===== config.mk =====
export PLATFORM = sky130hd
export DESIGN_NAME = keypad_matrix_scanner
export DESIGN_NICKNAME = d
export VERILOG_FILES = /design/src/rtl/keypad_pkg.sv /design/src/rtl/keypad_code_fifo.sv /design/src/rtl/keypad_matrix_scanner.sv
export SDC_FILE = /design/constraint.sdc
export NUM_CORES = 1
export LEC_CHECK = 0
export BUFFER_PORTS_ARGS = -buffer_cell sky130_fd_sc_hd__buf_2
export CAP_MARGIN = 20
export CELL_PAD_IN_SITES_DETAIL_PLACEMENT = 0
export CELL_PAD_IN_SITES_GLOBAL_PLACEMENT = 1
export CORE_MARGIN = 8
export CORE_UTILIZATION = 50
export DETAILED_ROUTE_END_ITERATION = 6
export GPL_ROUTABILITY_DRIVEN = 0
export PLACE_DENSITY = 0.86
export SYNTH_ARGS = -nofsm -noshare
export SYNTH_HDL_FRONTEND = slang
export SYNTH_SLANG_ARGS = --single-unit
export TNS_END_PERCENT = 10

===== constraint.sdc =====
create_clock -name sys_clk -period 6.7 [get_ports sys_clk]
set_input_delay 0 -clock sys_clk [delete_from_list [all_inputs] [get_ports sys_clk]]
set_output_delay 0 -clock sys_clk [all_outputs]
set_load 0.02 [all_outputs]

===== src/rtl/keypad_pkg.sv =====
// Shared types and helpers for the keypad matrix scanner.
// Holds the FSM state enum, the no-key code and the code-width helper.
package keypad_pkg;

  typedef enum logic {
    IDLE,
    PRESSED
  } kp_state_t;

  localparam int NO_KEY = 0;

  function automatic int code_w(input int rows,
                                input int cols);
    return $clog2(rows * cols + 1);
  endfunction

endpackage


===== src/rtl/keypad_code_fifo.sv =====
// Key-code FIFO with a valid/ready pop and a sticky overflow flag.
// Ports: push/push_code in, head_code/head_valid out, pop_req in, overflow/ovf_clr.
module keypad_code_fifo #(
  parameter int DEPTH = 4,
  parameter int WIDTH = 4
) (
  input  logic             sys_clk,
  input  logic             sys_rst_n,
  input  logic             push,
  input  logic [WIDTH-1:0] push_code,
  input  logic             pop_req,
  input  logic             ovf_clr,
  output logic [WIDTH-1:0] head_code,
  output logic             head_valid,
  output logic             overflow
);

  localparam int AW = $clog2(DEPTH);

  logic [WIDTH-1:0] mem [DEPTH];
  logic [AW:0]      wptr;
  logic [AW:0]      rptr;
  logic             empty;
  logic             full;
  logic             do_pop;
  logic             do_push;
  logic             drop;

  assign empty = (wptr == rptr);
  assign full  = (wptr[AW] != rptr[AW]) &&
                 (wptr[AW-1:0] == rptr[AW-1:0]);

  // A pop frees a slot on the same edge, so a push into a full
  // FIFO still succeeds when the head is being consumed.
  assign do_pop  = !empty && pop_req;
  assign do_push = push && (!full || do_pop);
  assign drop    = push && full && !do_pop;

  assign head_valid = !empty;
  assign head_code  = empty ? '0 : mem[rptr[AW-1:0]];

  always_ff @(posedge sys_clk or negedge sys_rst_n) begin
    if (!sys_rst_n) begin
      wptr     <= '0;
      rptr     <= '0;
      overflow <= 1'b0;
      for (int i = 0; i < DEPTH; i++) begin
        mem[i] <= '0;
      end
    end else begin
      if (do_push) begin
        mem[wptr[AW-1:0]] <= push_code;
        wptr <= wptr + 1'b1;
      end
      if (do_pop) begin
        rptr <= rptr + 1'b1;
      end
      if (drop) begin
        overflow <= 1'b1;
      end else if (ovf_clr) begin
        overflow <= 1'b0;
      end
    end
  end

endmodule


===== src/rtl/keypad_matrix_scanner.sv =====
// Row-strobed keypad scanner with frame debounce, ghost rejection and repeat.
// Ports: row_drv/col_in matrix, key_code/key_valid/key_ready FIFO, key_held/held_code, overflow/ovf_clr.
module keypad_matrix_scanner
  import keypad_pkg::*;
#(
  parameter int  ROWS          = 4,
  parameter int  COLS          = 3,
  parameter int  SCAN_DIV      = 1000,
  parameter int  DEBOUNCE      = 4,
  parameter int  REPEAT_FRAMES = 0,
  parameter int  FIFO_DEPTH    = 4,
  localparam int CODE_W        = code_w(ROWS, COLS)
) (
  input  logic              sys_clk,
  input  logic              sys_rst_n,
  output logic [ROWS-1:0]   row_drv,
  input  logic [COLS-1:0]   col_in,
  output logic [CODE_W-1:0] key_code,
  output logic              key_valid,
  input  logic              key_ready,
  output logic              key_held,
  output logic [CODE_W-1:0] held_code,
  output logic              overflow,
  input  logic              ovf_clr
);

  localparam int DIV_W = $clog2(SCAN_DIV);
  localparam int ROW_W = $clog2(ROWS);
  localparam int STB_W = $clog2(DEBOUNCE + 1);
  localparam int REP_W =
    (REPEAT_FRAMES > 1) ? $clog2(REPEAT_FRAMES) : 1;

  logic [COLS-1:0]   col_s1;
  logic [COLS-1:0]   col_s2;
  logic [DIV_W-1:0]  div;
  logic [ROW_W-1:0]  row_idx;
  logic [CODE_W-1:0] acc_first;
  logic [1:0]        acc_cnt;
  logic [CODE_W-1:0] cand;
  logic [CODE_W-1:0] cand_n;
  logic [STB_W-1:0]  stable;
  logic [STB_W-1:0]  stable_n;
  logic [CODE_W-1:0] held_q;
  logic [CODE_W-1:0] held_n;
  logic [REP_W-1:0]  rep_cnt;
  logic [REP_W-1:0]  rep_n;
  kp_state_t         state;
  kp_state_t         state_n;

  logic              sample;
  logic              row_end;
  logic              frame_end;
  logic [CODE_W-1:0] row_first;
  logic [1:0]        row_cnt;
  logic [2:0]        sum3;
  logic [1:0]        tot_cnt;
  logic [CODE_W-1:0] tot_first;
  logic [CODE_W-1:0] frame_code;
  logic              is_stable;
  logic              push;
  logic [CODE_W-1:0] push_code;

  assign sample    = (div == DIV_W'(SCAN_DIV - 2));
  assign row_end   = (div == DIV_W'(SCAN_DIV - 1));
  assign frame_end = sample &&
                     (row_idx == ROW_W'(ROWS - 1));

  assign row_drv   = ROWS'(1) << row_idx;
  assign key_held  = (state == PRESSED);
  assign held_code = held_q;

  // Lowest set column of this row, plus a count saturating at 2.
  always_comb begin
    row_first = '0;
    row_cnt   = '0;
    for (int c = COLS - 1; c >= 0; c--) begin
      if (col_s2[c]) begin
        row_first = CODE_W'(int'(row_idx) * COLS + c + 1);
        row_cnt   = (row_cnt == 2'd2) ? 2'd2 : row_cnt + 2'd1;
      end
    end
  end

  always_comb begin
    sum3      = {1'b0, acc_cnt} + {1'b0, row_cnt};
    tot_cnt   = (sum3 >= 3'd2) ? 2'd2 : sum3[1:0];
    tot_first = (acc_first != '0) ? acc_first : row_first;
    frame_code = (tot_cnt == 2'd1) ? tot_first : '0;
  end

  always_comb begin
    cand_n   = frame_code;
    stable_n = STB_W'(1);
    if (frame_code == cand) begin
      cand_n   = cand;
      stable_n = (stable == STB_W'(DEBOUNCE)) ?
                 stable : stable + 1'b1;
    end
    is_stable = (stable_n == STB_W'(DEBOUNCE));
  end

  always_comb begin
    state_n   = state;
    held_n    = held_q;
    rep_n     = rep_cnt;
    push      = 1'b0;
    push_code = cand_n;
    if (frame_end) begin
      unique case (state)
        IDLE: begin
          if (is_stable && cand_n != CODE_W'(NO_KEY)) begin
            state_n = PRESSED;
            held_n  = cand_n;
            push    = 1'b1;
            rep_n   = '0;
          end
        end
        PRESSED: begin
          if (is_stable && cand_n == CODE_W'(NO_KEY)) begin
            state_n = IDLE;
            held_n  = '0;
            rep_n   = '0;
          end else if (is_stable && cand_n != held_q) begin
            held_n = cand_n;
            push   = 1'b1;
            rep_n  = '0;
          end else if (REPEAT_FRAMES != 0) begin
            if (rep_cnt == REP_W'(REPEAT_FRAMES - 1)) begin
              push      = 1'b1;
              push_code = held_q;
              rep_n     = '0;
            end else begin
              rep_n = rep_cnt + 1'b1;
            end
          end
        end
        default: ;
      endcase
    end
  end

  always_ff @(posedge sys_clk or negedge sys_rst_n) begin
    if (!sys_rst_n) begin
      col_s1    <= '0;
      col_s2    <= '0;
      div       <= '0;
      row_idx   <= '0;
      acc_first <= '0;
      acc_cnt   <= '0;
      cand      <= '0;
      stable    <= '0;
      state     <= IDLE;
      held_q    <= '0;
      rep_cnt   <= '0;
    end else begin
      col_s1 <= col_in;
      col_s2 <= col_s1;
      div    <= row_end ? '0 : div + 1'b1;
      if (row_end) begin
        row_idx <= (row_idx == ROW_W'(ROWS - 1)) ?
                   '0 : row_idx + 1'b1;
      end
      if (frame_end) begin
        acc_first <= '0;
        acc_cnt   <= '0;
        cand      <= cand_n;
        stable    <= stable_n;
      end else if (sample) begin
        acc_first <= tot_first;
        acc_cnt   <= tot_cnt;
      end
      state   <= state_n;
      held_q  <= held_n;
      rep_cnt <= rep_n;
    end
  end

  keypad_code_fifo #(
    .DEPTH (FIFO_DEPTH),
    .WIDTH (CODE_W)
  ) u_fifo (
    .sys_clk    (sys_clk),
    .sys_rst_n  (sys_rst_n),
    .push       (push),
    .push_code  (push_code),
    .pop_req    (key_ready),
    .ovf_clr    (ovf_clr),
    .head_code  (key_code),
    .head_valid (key_valid),
    .overflow   (overflow)
  );

endmodule

**Word level (Yosys, flattened, before mapping)**

Index checks and enable logic that the tools add are counted.

- Bits in writable memories: 0
- Register bits: 59
- Memory bits (read-only): 0
- Bits in latches: 0
- Input port bits: 7
- Output and inout bits: 15
- Word-level logic and storage cells: 113
- Memories kept: 0

- Add/sub/neg operators: 12
- Shift operators: 1
- Reductions and logical operators: 20
- Divide/modulo/power cells: 0
- Magnitude comparators: 4
- Bitwise logic cells: 3
- Equal/unequal tests: 15
- Mux-type cells: 40
- $mul: 1

Operators by type and width:

| kind | count |
|---|---|
| 4-bit 2-to-1 mux | 15 |
| 10-bit equality test (second input constant) | 2 |
| 16-bit bitwise mux | 1 |
| 2-bit 2-to-1 mux | 8 |
| 4-bit by 2-bit adder with 4-bit output (second input constant) | 3 |
| 10-bit by 1-bit adder with 10-bit output (second input constant) | 1 |
| 1-bit logical AND | 10 |
| 10-bit 2-to-1 mux | 1 |
| 3-bit by 1-bit adder with 3-bit output (second input constant) | 3 |
| 4-bit binary-select mux with 2-bit select | 1 |
| 4-bit demux with 2-bit select | 1 |
| 1-bit 2-to-1 mux | 8 |
| 4-bit one-hot mux with 2 select lines | 1 |
| 4-bit nonzero test | 2 |
| 2-bit by 1-bit adder with 2-bit output (second input constant) | 3 |
| 2-bit equality test (second input constant) | 3 |
| 3-bit equality test (second input constant) | 2 |
| 3-bit greater-or-equal comparator (second input constant) | 2 |
| 3-bit 2-to-1 mux | 2 |
| 2-bit NOT with 3-bit output | 2 |
| 4-bit by 1-bit adder with 4-bit output (second input constant) | 1 |
| 4-bit equality test | 1 |
| 4-bit zero test | 1 |
| 2-bit by 2-bit multiplier with 4-bit output (second input constant) | 1 |
| 17 further kinds | 21 |

**Depth between registers and ports, before layout**

- Word-level depth: 23
- Gate-level depth with buffers: 15
- Gate-level depth less buffers: 13

**Hierarchy**

Synthesis repeated with hierarchy kept, for this count alone.

- Cells, all modules: 328
- Area total of the unflattened synthesis: 3,611.0 um^2

By module, submodules not included:

| module | area each (um^2) | cells an instance | sequential area each (um^2) | times used |
|---|---|---|---|---|
| keypad_matrix_scanner | 2,327.2 | 246 | 900.9 | 1 |
| keypad_code_fifo | 1,283.7 | 82 | 575.6 | 1 |

**Worst setup path before layout**

OpenSTA, ideal clock, no wires.

- Path kind: register -> register
- Start point: register col_s2[1]
- End point: register u_fifo.mem[12] in the netlist's numbering
- Setup time: 0.125 ns
- Arrival: 3.911 ns
- Cell stages (with the launch flop): 15
- Required time: 6.575 ns
- Slack: 2.665 ns
- Path buffers: 1
- Cells stage by stage: dfrtp_1 -> inv_1 -> ha_1 -> mux2_2 -> ha_1 -> inv_1 -> fa_1 -> and3_1 -> clkbuf_1 -> or3_1 -> a2111o_1 -> a2111oi_0 -> and3_1 -> and4bb_2 -> mux2_2

- Cells in the longest elaborated chain, start to end: 18

RTL lines:

| what | line | text |
|---|---|---|
| from (decl) | keypad_matrix_scanner.sv:34 | `logic [COLS-1:0] col_s2;` |
| from (signal assigned) | keypad_matrix_scanner.sv:157 | `col_s2 <= col_s1;` |
| 2-bit 2-to-1 mux | keypad_matrix_scanner.sv:77 | `if (col_s2[c]) begin` |
| 2-bit by 1-bit adder with 2-bit output / 2-bit equality test (equally long branches) | keypad_matrix_scanner.sv:79 | `row_cnt = (row_cnt == 2'd2) ? 2'd2 : row_cnt + 2'd1;` |
| 2-bit 2-to-1 mux | keypad_matrix_scanner.sv:79 |  |
| 2-bit 2-to-1 mux | keypad_matrix_scanner.sv:77 |  |
| 2-bit by 2-bit adder with 3-bit output | keypad_matrix_scanner.sv:85 | `sum3 = {1'b0, acc_cnt} + {1'b0, row_cnt};` |
| 3-bit by 2-bit greater-or-equal comparator with 1-bit output | keypad_matrix_scanner.sv:86 | `tot_cnt = (sum3 >= 3'd2) ? 2'd2 : sum3[1:0];` |
| 2-bit 2-to-1 mux | keypad_matrix_scanner.sv:86 |  |
| 2-bit by 1-bit equality test with 1-bit output | keypad_matrix_scanner.sv:88 | `frame_code = (tot_cnt == 2'd1) ? tot_first : '0;` |
| [... 2 more ...] | n/a |  |
| 4-bit 2-to-1 mux / 3-bit 2-to-1 mux (equally long branches) | keypad_matrix_scanner.sv:94 | `if (frame_code == cand) begin` |
| 4-bit != test / 3-bit equality test (equally long branches) | keypad_matrix_scanner.sv:123, keypad_matrix_scanner.sv:99 |  |
| 1-bit logical AND | keypad_matrix_scanner.sv:123 | `end else if (is_stable && cand_n != held_q) begin` |
| 1-bit 2-to-1 mux | keypad_matrix_scanner.sv:123 |  |
| 1-bit 2-to-1 mux | keypad_matrix_scanner.sv:119 | `if (is_stable && cand_n == CODE_W'(NO_KEY)) begin` |
| 1-bit one-hot mux with 2 select lines | keypad_matrix_scanner.sv:109 | `unique case (state)` |
| 1-bit 2-to-1 mux | keypad_matrix_scanner.sv:108 | `if (frame_end) begin` |
| 1-bit logical AND | keypad_code_fifo.sv:36 | `assign do_push = push && (!full \|\| do_pop);` |
| to (signal, indexed assignment) | keypad_code_fifo.sv:52 | `mem[wptr[AW-1:0]] <= push_code;` |
| to (decl) | keypad_code_fifo.sv:20 | `logic [WIDTH-1:0] mem [DEPTH];` |

Every way passes the cells marked *; elsewhere a longest branch is shown, timed or not.
A chain may end at the register's enable or synchronous reset.

**Final worst setup path**

- Start point: register col_s2[1]
- End point: register u_fifo.mem[2] in the netlist's numbering

The elaborated chain is that of the path after synthesis.

==> flow_summary.json <==
{
  "status": "finished clean",
  "p_leak_nw": 1.788,
  "setup-tns-final_ns": 0,
  "r2r_slack_ns": 1.64,
  "power_density_nw_per_um2": 212.3,
  "yosysMostFrequentCell": "dfrtp_1",
  "crit_path_start": "col_s2[1]",
  "netlist_instances": 309,
  "ant_nets": 0,
  "placementRows": 30,
  "layout-drive-gt1-share_pct": 16.47,
  "path_cells": "inv_1 > ha_1 > mux2_2 > ha_1 > inv_1 > fa_1 > and3_1 > o21ai_0 > a31oi_1 > xor2_1 > a2111oi_4 > nor4bb_1 > mux2_1",
  "cts_tree": "done",
  "num_vias": 2345,
  "relSlewSlack_pct": 34.14,
  "synth_flop_cell": "dfrtp_1",
  "slowest_stage": "nor4bb_1",
  "diodes": 0,
  "die_area_sq_um": 9604,
  "finClkSkew_ns": 0.007923,
  "grt_max_degree": 60,
  "yosysUniqueCellTypes": 53,
  "finalHoldViolCount": 0,
  "clockRootBuffer": "clkbuf_8",
  "grt_pass1_wl_um": 11300,
  "critPathKind": "register to register",
  "ys_seq_area_share_pct": 43.92,
  "tightest_slew_ns": 0.9788,
  "synth_edf_count": 0,
  "rsz0062_at_grt": "false",
  "postPlaceCellArea_sq_um": 3547,
  "avgRoutedWirePerCell_um": 15.54,
  "critPathLaunchType": "register",
  "design_area_sq_um": 3802,
  "worstSkewPairLatency_ns": 0.34,
  "fill_cells": 547,
  "synth-seq-cells": 59,
  "vias_per_cell": 5.505,
  "numPortBuffers": 21,
  "yosys_warnings": 0,
  "clock_path_buffers": 2,
  "ir_drop_uv": 123.5,
  "pre_cts_slack_ns": 1.649,
  "min_period_ns": 5.062,
  "numCtsBuffers": 9,
  "synth_commonest_cells": "59 x dfrtp_1, 24 x nor2_1, 23 x nand2_1",
  "crit_path_max_incr_delay_ns": 0.84,
  "die_y_um": 98,
  "yosys.area.top_type": "dfrtp_1",
  "hp-start": "col_in[1]",
  "fmax_mhz": 197.5,
  "drtIter0Drc": 95,
  "post_cts_buffers": 0,
  "drt_wl_total_um": 6622,
  "dp_hpwl_um": 4648,
  "clk_pin_slew_ns": 0.07,
  "fin_ws_ns": 1.638,
  "area_growth_pct": 13.10,
  "netlist_top_cells_area": "dfrtp_1 44%, ha_1 7.4%, mux2_1 5.7%",
  "io_pins": 22,
  "drc": 0,
  "die_x_um": 98,
  "start_util_pct": 50.60,
  "syn-cell-area_sq_um": 3362,
  "grt_remaining_overflow": 0,
  "cp_data_required_time_ns": 6.93,
  "worstRegToRegCells": 13,
  "antenna_found_initial": 0,
  "worst-path-max-fanout": 12,
  "grt_usage_pct": 14.70,
  "hold_path.class": "input port to register",
  "crit_end": "u_fifo.mem[2]",
  "fp.coreArea_sq_um": 6644,
  "setup_viol": 0,
  "async_reset_ff_share_pct": 100.0,
  "reg2reg_to": "u_fifo.mem[2]",
  "firstDrtPassIters": 4,
  "crit_arrival_ns": 5.29,
  "end_kind": "register",
  "avgSynthCellArea_sq_um": 10.88,
  "num-nets-final": 369,
  "cts_sinks": 59,
  "min_period_over_period_pct": 75.55,
  "syn-num-nets": 337,
  "drv_cap": 0,
  "grt_pass1_vias": 2307,
  "finalMaxSlewViolations": 0,
  "htreeDepth": 3,
  "r2r-start": "col_s2[1]",
  "yosysTopAreaCellShare_pct": 43.92
}
worst min-delay path by stage:
stage	cells after the start	slack [ns]	to
floorplan	0	-0.30	async pin
global placement	1	0.11	col_s1[2]
detailed placement	1	0.11	col_s1[0]
CTS	2	0.28	col_s1[1]
global route	2	0.30	col_s1[1]
finish	2	0.29	col_s1[1]
registers in the layout, indices dropped and copies added, names as in the netlist, named ones only:
signal and count:
col_s2 3, cand 4, u_fifo.mem 16, acc_cnt 2, div 10, u_fifo.overflow 1
row_idx 2, acc_first 4, stable 3, col_s1 3, u_fifo.rptr 3, u_fifo.wptr 3
held_code 4
cell usage in the layout (no fill, tap or decap), types with 2 or more instances in the layout:
master,count
buf_4,3
mux2i_1,2
xnor2_1,9
ha_1,20
mux2_1,17
nand3_1,8
mux4_2,4
xor2_1,9
o21a_1,3
a21oi_1,12
nand4bb_4,2
or3_1,4
nor4_1,4
nor3b_1,3
nand3b_1,3
a2111o_1,2
nor4bb_1,2
o21ai_0,14
dlygate4sd3_1,6
clkinvlp_4,2
nor2b_1,4
clkbuf_1,2
a31oi_1,6
inv_1,16
nor2_1,24
clkbuf_8,10
and2_1,5
mux2_2,7
dfrtp_1,59
nor3_1,4
and3_1,5
buf_2,21
nand2b_1,7
nand2_1,23
routing by layer:
metal | wire, um | GRT usage [%] | vias to the layer above | part of all wire [%]
met5 | 0 | 0 | - | 0
met4 | 136 | 6.954 | 0 | 2.1
met3 | 163 | 3.485 | 11 | 2.5
met2 | 3180 | 23.23 | 32 | 48
met1 | 3142 | 18.50 | 1141 | 47
li1 | - | - | 1161 | -
logic make-up after synthesis:
kind of cell | share of synthesized area [%]
AO/OA/AOI/OAI | 10.72
XOR/XNOR | 4.690
adder cells (fa/ha/maj) | 8.039
buffers and inverters | 3.052
flip-flops | 43.92
multiplexers | 11.31
AND/OR/NAND/NOR | 18.27
through the flow:
stage	utilization [%]	total power, mW	std cells	hold WS, ns
2_1_floorplan	-	0.4637	309	-0.2956
3_3_place_gp	53.39	0.4864	404	0.1081
3_5_place_dp	53.39	0.4883	404	0.1093
4_1_cts	57.23	0.8156	426	0.2813
5_1_grt	57.23	0.8472	426	0.2995
6_report	57.23	0.8074	426	0.2903
final cells by class:
class | count | area (sq um) | share of cell area, %
multi-input cells | 225 | 1783 | 46.89
flip-flops and latches | 59 | 1476 | 38.83
repair buffers | 30 | 187.7 | 4.936
clock buffers | 12 | 145.1 | 3.817
well taps | 80 | 100.1 | 2.632
inverters | 16 | 60.06 | 1.579
clock inverters | 4 | 50.05 | 1.316
power breakdown:
| group | switching [mW] | internal [mW] | leakage, nW |
|---|---|---|---|
| Combinational | 0.0469 | 0.0445 | 0.911 |
| Clock | 0.143 | 0.181 | 0.0926 |
| Sequential | 0.0243 | 0.368 | 0.784 |
| Total | 0.214 | 0.594 | 1.79 |
worst max-delay path, delay by kind of cell (launching register included):
kind | cells | cell delay [ns]
AO/OA/AOI/OAI | 3 | 1.49
AND/OR/NAND/NOR | 2 | 1.17
adder cells (fa/ha/maj) | 3 | 0.94
multiplexers | 2 | 0.53
flip-flops | 1 | 0.47
XOR/XNOR | 1 | 0.20
buffers and inverters | 2 | 0.17
what timing repair did:
| item | 4_1_cts | 5_1_grt |
|---|---|---|
| setup endpoints to repair | 0 | 0 |
| hold buffers | 6 | 0 |
| endpoints found under the hold margin | 65 | 0 |
| resized for setup | 0 | 0 |
Power figures use the tool's default switching activity.
